## config.mk

```make
export PLATFORM = sky130hd
export DESIGN_NAME = apsk_minsearch_llr
export DESIGN_NICKNAME = d
export VERILOG_FILES = /design/src/rtl/apsk_minsearch_llr.sv
export SDC_FILE = /design/constraint.sdc
export NUM_CORES = 2
export LEC_CHECK = 0
export ABC_CLOCK_PERIOD_IN_PS = 52000
export CELL_PAD_IN_SITES_DETAIL_PLACEMENT = 0
export CELL_PAD_IN_SITES_GLOBAL_PLACEMENT = 1
export CORE_MARGIN = 2
export CORE_UTILIZATION = 27
export CTS_CLUSTER_SIZE = 30
export DETAILED_ROUTE_END_ITERATION = 6
export GPL_TIMING_DRIVEN = 0
export PLACE_DENSITY = 0.51
export SYNTH_ARGS = -nofsm -noshare
export SYNTH_HDL_FRONTEND = slang
export SYNTH_SLANG_ARGS = --single-unit
```

## constraint.sdc

```tcl
create_clock -name clk -period 52 [get_ports clk]
set_clock_uncertainty 0.2 [all_clocks]
set_input_delay 10.4 -clock clk [delete_from_list [all_inputs] [get_ports clk]]
set_output_delay 10.4 -clock clk [all_outputs]
set_load 0.01 [all_outputs]
```

## src/rtl/apsk_minsearch_llr.sv

```systemverilog
// Streaming max-log LLR engine for 16/32/64-APSK exhaustive demapping.
// Tracks per-bit, per-value running minima over LANES metrics per beat and emits min1 - min0.
module apsk_minsearch_llr #(
    parameter int unsigned wordlength     = 18,
    parameter int unsigned LLR_wordlength = 19,
    parameter int unsigned bit_num        = 6,
    parameter int unsigned LANES          = 4
) (
    input  logic                              clk,
    input  logic                              rst_n,
    input  logic [1:0]                        mode,
    input  logic                              clr,
    input  logic                              in_valid,
    output logic                              in_ready,
    input  logic [LANES*wordlength-1:0]       in_metric,
    input  logic [LANES*bit_num-1:0]          in_label,
    output logic                              out_valid,
    input  logic                              out_ready,
    output logic [bit_num*LLR_wordlength-1:0] out_llr
);

    localparam int unsigned LaneShift = (LANES > 1) ? $clog2(LANES) : 0;
    localparam int unsigned CntW      = 7;

    typedef enum logic [1:0] {StIdle, StAccum, StOut} state_e;

    state_e                              state_q, state_d;
    logic [1:0]                          mode_q, mode_d;
    logic [CntW-1:0]                     beat_cnt_q, beat_cnt_d;
    logic [wordlength-1:0]               min0_q [bit_num];
    logic [wordlength-1:0]               min1_q [bit_num];
    logic [wordlength-1:0]               min0_d [bit_num];
    logic [wordlength-1:0]               min1_d [bit_num];
    logic [wordlength-1:0]               cand0  [bit_num];
    logic [wordlength-1:0]               cand1  [bit_num];
    logic [bit_num*LLR_wordlength-1:0]   out_llr_q, out_llr_d;

    logic [2:0]      nbits_cur;
    logic [CntW-1:0] beats_cur;
    logic            last_beat;

    function automatic logic [2:0] nbits_of(input logic [1:0] m);
        case (m)
            2'd0:    return 3'd4;
            2'd1:    return 3'd5;
            default: return 3'd6;
        endcase
    endfunction

    // The first beat of a symbol uses the live mode input; later beats use the latched copy.
    always_comb begin
        nbits_cur = (state_q == StIdle) ? nbits_of(mode) : nbits_of(mode_q);
        beats_cur = (CntW'(1) << nbits_cur) >> LaneShift;
        last_beat = (state_q == StIdle) ? (beats_cur == CntW'(1))
                                        : (beat_cnt_q == beats_cur - CntW'(1));
    end

    // Fold this beat's lanes into each hypothesis; strict < keeps the earlier value on ties.
    always_comb begin
        for (int b = 0; b < int'(bit_num); b++) begin
            cand0[b] = (state_q == StIdle) ? '1 : min0_q[b];
            cand1[b] = (state_q == StIdle) ? '1 : min1_q[b];
            for (int k = 0; k < int'(LANES); k++) begin
                if (in_label[k*bit_num + b]) begin
                    if (in_metric[k*wordlength +: wordlength] < cand1[b]) begin
                        cand1[b] = in_metric[k*wordlength +: wordlength];
                    end
                end else begin
                    if (in_metric[k*wordlength +: wordlength] < cand0[b]) begin
                        cand0[b] = in_metric[k*wordlength +: wordlength];
                    end
                end
            end
        end
    end

    always_comb begin
        state_d    = state_q;
        mode_d     = mode_q;
        beat_cnt_d = beat_cnt_q;
        out_llr_d  = out_llr_q;
        for (int b = 0; b < int'(bit_num); b++) begin
            min0_d[b] = min0_q[b];
            min1_d[b] = min1_q[b];
        end

        if (clr) begin
            state_d    = StIdle;
            beat_cnt_d = '0;
        end else begin
            unique case (state_q)
                StIdle, StAccum: begin
                    if (in_valid) begin
                        if (state_q == StIdle) begin
                            mode_d     = mode;
                            beat_cnt_d = CntW'(1);
                        end else begin
                            beat_cnt_d = beat_cnt_q + CntW'(1);
                        end
                        for (int b = 0; b < int'(bit_num); b++) begin
                            if (b < int'(nbits_cur)) begin
                                min0_d[b] = cand0[b];
                                min1_d[b] = cand1[b];
                            end
                        end
                        if (last_beat) begin
                            state_d = StOut;
                            for (int b = 0; b < int'(bit_num); b++) begin
                                if (b < int'(nbits_cur)) begin
                                    out_llr_d[b*LLR_wordlength +: LLR_wordlength] =
                                        {1'b0, cand1[b]} - {1'b0, cand0[b]};
                                end else begin
                                    out_llr_d[b*LLR_wordlength +: LLR_wordlength] = '0;
                                end
                            end
                        end else begin
                            state_d = StAccum;
                        end
                    end
                end
                StOut: begin
                    if (out_ready) begin
                        state_d    = StIdle;
                        beat_cnt_d = '0;
                    end
                end
                default: state_d = StIdle;
            endcase
        end
    end

    always_ff @(posedge clk or negedge rst_n) begin
        if (!rst_n) begin
            state_q    <= StIdle;
            mode_q     <= 2'd0;
            beat_cnt_q <= '0;
            out_llr_q  <= '0;
            for (int b = 0; b < int'(bit_num); b++) begin
                min0_q[b] <= '1;
                min1_q[b] <= '1;
            end
        end else begin
            state_q    <= state_d;
            mode_q     <= mode_d;
            beat_cnt_q <= beat_cnt_d;
            out_llr_q  <= out_llr_d;
            for (int b = 0; b < int'(bit_num); b++) begin
                min0_q[b] <= min0_d[b];
                min1_q[b] <= min1_d[b];
            end
        end
    end

    assign in_ready  = (state_q != StOut);
    assign out_valid = (state_q == StOut);
    assign out_llr   = out_llr_q;

endmodule

```

---- Yosys cells after proc, flatten, opt, wreduce, memory -nomap -nowiden ----
Cells that the tools add are included.
Widths: inputs -> output; s select.
storage, ports and cells
  output and inout bits ................... 116
  input port bits ......................... 103
  register bits after elaboration ......... 341
cells by class
  bitwise gates (word level) .............. 1
  shift-type cells ........................ 1
  reduce and logical (&&, ||, !) cells .... 15
  equality and inequality tests ........... 9
  muxes and demuxes ....................... 128
  add/subtract/negate cells ............... 8
  magnitude comparators ................... 54
operators by type and width
  operator             count
  $mux 18              108
  $lt 18x18->1         48
  $mux 19              6
  $sub 18x18->19       6
  $reduce_and 4->1     8
  $mux 7               4
  $pmux 7 s2           1
  $pmux 2 s2           3
  $mux 2               4
  $add 7x1->7 const B  1
  $eq 7x7->1           1
  $shl 1x3->7 const A  1
  $eq 2x1->1 const B   3
  $logic_not 2->1      3
  $lt 1x3->1 const A   2
  $lt 2x3->1 const A   2
  $lt 3x3->1 const A   2
  $sub 5x1->6 const B  1
  $eq 5x1->1 const B   1
  $mux 3               1
  $ne 3x2->1 const B   1
  $ne 3x3->1 const B   1
  $reduce_and 3->1     1
  $reduce_bool 3->1    1
  6 further kinds      6

---- Longest topological paths before layout ----
  depth after elaboration ................. 16
  gate-level depth with buffers ........... 108
  depth with buffers taken out ............ 99

---- Least setup slack after synthesis ----
No wires, ideal clock.
  path kind ............................... input port to flip-flop
  from .................................... input port in_metric[0]
  to ...................................... register out_llr_q[17] (netlist: out_llr[17])
  required time ........................... 51667 ps
  library setup time ...................... 133 ps
  buffers on the path ..................... 5
  setup slack ............................. 26807 ps
  cell stages on the path ................. 100
  data arrival time ....................... 24860 ps
  cells stage by stage .................... clkbuf_1 > clkinv_1 > a21boi_0 > o21ai_0 > a21boi_0 > o21a_1 > o21a_1 > o21a_1 > o21a_1 > o21a_1 > o21a_1 > o21a_1 > o21a_1 > o21a_1 > o21a_1 > o21a_1 > o21ai_0 > a21oi_1 > [... 64 more ...] > and2_1 > o21ai_0 > nand2b_1 > and2_1 > o21ai_0 > nand2b_1 > a21o_1 > a21o_1 > a21o_1 > a21o_1 > a21o_1 > a21o_1 > a21o_1 > a21o_1 > a21o_1 > a21oi_1 > xor2_1 > o21ai_0
RTL lines
  what                    line  RTL
  start: declaration      15    input logic [LANES*wordlength-1:0] in_metric,
  end signal: assignment  146   out_llr_q <= out_llr_d;
  end: declaration        36    logic [bit_num*LLR_wordlength-1:0] out_llr_q, out_llr_d;

==> summary.md <==
| Metric | Value |
|---|---|
| Max-slew violations | 279 |
| Worst rel slew slack | -12.53% |
| Ys flop type | dfstp_2 |
| Largest cells by area after synthesis | ha_1, dfstp_2, mux2_2, o21ai_0, dfrtp_1 |
| DR iter-0 viols | 5393 |
| Hold_ws | 276.9 ps |
| Clk sink count | 341 |
| Initial antenna violation count | 65 |
| Sequential share of power | 19.0% |
| Slowest CP cell | clkinv_1 |
| Logic gate share of total power | 64.4% |
| #FFs+latches synth | 341 |
| Critical Setup Path Class | primary input to flop |
| Ports | 219 |
| Die Y | 426.4 µm |
| Hold Fails Final Rpt | 0 |
| Pwr Density | 41.00 nW/µm² |
| Post-synth EDFFs | 0 |
| MaxCap Viol Count | 26 |
| Asr flop ratio synth | 100.0% |
| Pint | 0.001201 W |
| Clock transition at path regs | 60 ps |
| Count of final setup violators | 0 |
| Placed Area | 53970 µm² |
| Syn nets | 6957 |
| Row cnt | 155 |
| Fill cells | 19290 |
| Post-synth top area share | 23.09% |
| Peak supply drop | 0.00002897 V |
| Synth cell types | 116 |
| Yosys top cell by area | ha_1 |
| Area grow syn2layout | 16.04% |
| Final nets | 7270 |
| Synth Cell Area | 48170 µm² |
| Antenna Nets Post-Route | 0 |
| Initial DRT Pass Iterations | 5 |
| Core area | 177800 µm² |
| Vias per inst | 5.655 |
| Root buffer cell | clkbuf_16 |
| RSZ-0062 raised after global routing | false |
| H-tree lvl count | 2 |
| GRT overflow | 0 |
| Failing checks | capacitance limit, slew limit |
| Clock power share | 16.6% |
| Most frequent cells in the layout | ha_1, o21ai_0, nand2_1, nor2_1, inv_1 |
| First-pass GRT wire length | 403400 µm |
| Total track usage | 32.49% |
| Final period utilization | 59.59% |
| Most common cell after layout, fill and taps aside | ha_1 |
| CP required | 52380 ps |
| Die Area | 181800 µm² |
| Kind of end point of the critical path | flop |
| Vias in the first global route | 48210 |
| Share of cells above drive strength 1 | 14.56% |
| Avg Cell Area, Syn | 8.080 µm² |
| Drt wl/cell | 34.64 µm |
| Vias | 49370 |
| Skew-Pair Late Insertion Delay | 730 ps |
| Post-cts sizing count | 0 |
| Worst-Margin Slew | 1688 ps |
| Leakage | 26.26 nW |
| Startpoint Class | primary input |
| DP HPWL | 234200 µm |
| Crit path largest cell delay | 1230 ps |
| Seq/Total Area, Yosys | 18.28% |
| DR DRC count | 0 |
| Max Freq | 32.27 MHz |
| CP most frequent cell | o21ai_0 |
| Port Buf Inserts | 217 |
| Largest net degree at the start of global routing | 104 |
| Net Sw Frac | 47.59% |
| Design area | 55890 µm² |
| Initial Utilization | 27.08% |
| Status | finished, violations left |
| # hold bufs at CTS | 0 |
| Psw | 0.001091 W |
| WP data arrival | 31370 ps |
| Crit Path Max Fanout | 10 |
| Mapped Cells | 5961 |
| Syn. warnings | 0 |
| Tmin final | 30990 ps |
| Hold Path Class | flop to flop |
| Die width | 426.4 µm |
| Setup TNS | 0 ps |
| Maximum buffer depth of the clock tree | 3 |
| Final WL | 302400 µm |
| Num CTS Buffers | 51 |
| CTS tree | yes |
| GP Congestion | 0.9933 |
| Setup bufs post-CTS | 0 |
==> Yosys cell counts (all sizes together), types with 125 or more instances <==
master  instances
ha            889
mux2          402
dfrtp         125
inv           401
nand2         683
clkbuf        240
dfstp         216
a21oi         298
a21o          226
o21ai         709
mux2i         171
nor2          412
==> path summary, 6_finish.rpt <==
path | start | to | slack (ps) | cells past startpoint
max | in_metric[0] | out_llr[36] | 21010 | 96
min | out_llr[1] | out_llr[1] | 280 | 2
max reg2reg | state_q[1] | out_llr[36] | 28840 | 100
min reg2reg | out_llr[1] | out_llr[1] | 280 | 2
max in group asynchronous | rst_n | out_llr[44] | 40630 | 3
min in group asynchronous | rst_n | out_llr[68] | 9470 | 1
==> cell type report <==
class	instances	area, µm²	share of cell area (%)
Antenna cell	58	145.1	0.2597
Clock inverter	16	180.2	0.3224
Sequential cell	341	8803	15.75
Multi-Input combinational cell	4941	36790	65.82
Timing Repair Buffer	260	2825	5.055
Buffer	276	1112	1.990
Clock buffer	80	1579	2.825
Inverter	403	1513	2.707
Tap cell	2355	2947	5.272
==> power groups by stage <==
stage | logic [W] | registers, W | clock network [W]
after floorplan | 0.000988 | 0.000416 | 0
after global placement | 0.00144 | 0.000440 | 0
after detailed placement | 0.00145 | 0.000440 | 0
after CTS | 0.00146 | 0.000436 | 0.000392
after global routing | 0.00162 | 0.000444 | 0.000400
final | 0.00147 | 0.000436 | 0.000381
==> per-stage QoR <==
stage | setup WS [ps] | utilization (%) | instances | power, W
floorplan | 26810 | - | 5961 | 0.001404
global placement | 20880 | 29.96 | 8533 | 0.001878
detailed placement | 20990 | 30.35 | 8575 | 0.001891
CTS | 21700 | 31.34 | 8671 | 0.002290
global route | 19770 | 31.38 | 8696 | 0.002461
finish | 21010 | 31.43 | 8730 | 0.002291
==> kinds of logic (layout without fill, tap and decap cells) <==
| group | after synthesis | in the layout | share of synthesized area [%] |
|---|---|---|---|
| AND/OR/NAND/NOR | 1700 | 1700 | 16.48 |
| adder cells (fa/ha/maj) | 897 | 897 | 23.34 |
| buffers and inverters | 679 | 1035 | 5.364 |
| XOR/XNOR | 94 | 94 | 1.709 |
| multiplexers | 573 | 573 | 12.98 |
| other | 0 | 58 | 0 |
| AO/OA/AOI/OAI | 1677 | 1677 | 21.85 |
| flip-flops | 341 | 341 | 18.28 |
==> critical path, delay by kind of cell <==
kind                       cells  cell delay [ps]
adders and majority gates      4             1000
xor gates and xnor gates       1              160
muxes                          3             1350
and+or+nand+nor               22             2470
AOI/OAI and AO/OA             55            10100
buffers and inverters         11             5800
==> layer usage <==
metal	vias to the layer above	global-route usage (%)	share of wire (%)
met5	-	0	0.017
met4	8	21.22	7.0
met3	619	6.510	7.8
met2	2284	50.87	44
met1	24230	40.43	41
li1	22230	-	-
==> state kept, by name, indices dropped and copies added (netlist names) <==
signal      cells
min0_q        108
state_q         2
out_llr       114
beat_cnt_q      7
min1_q        108
mode_q          2
No activity file was read; power rests on OpenSTA's default activity.
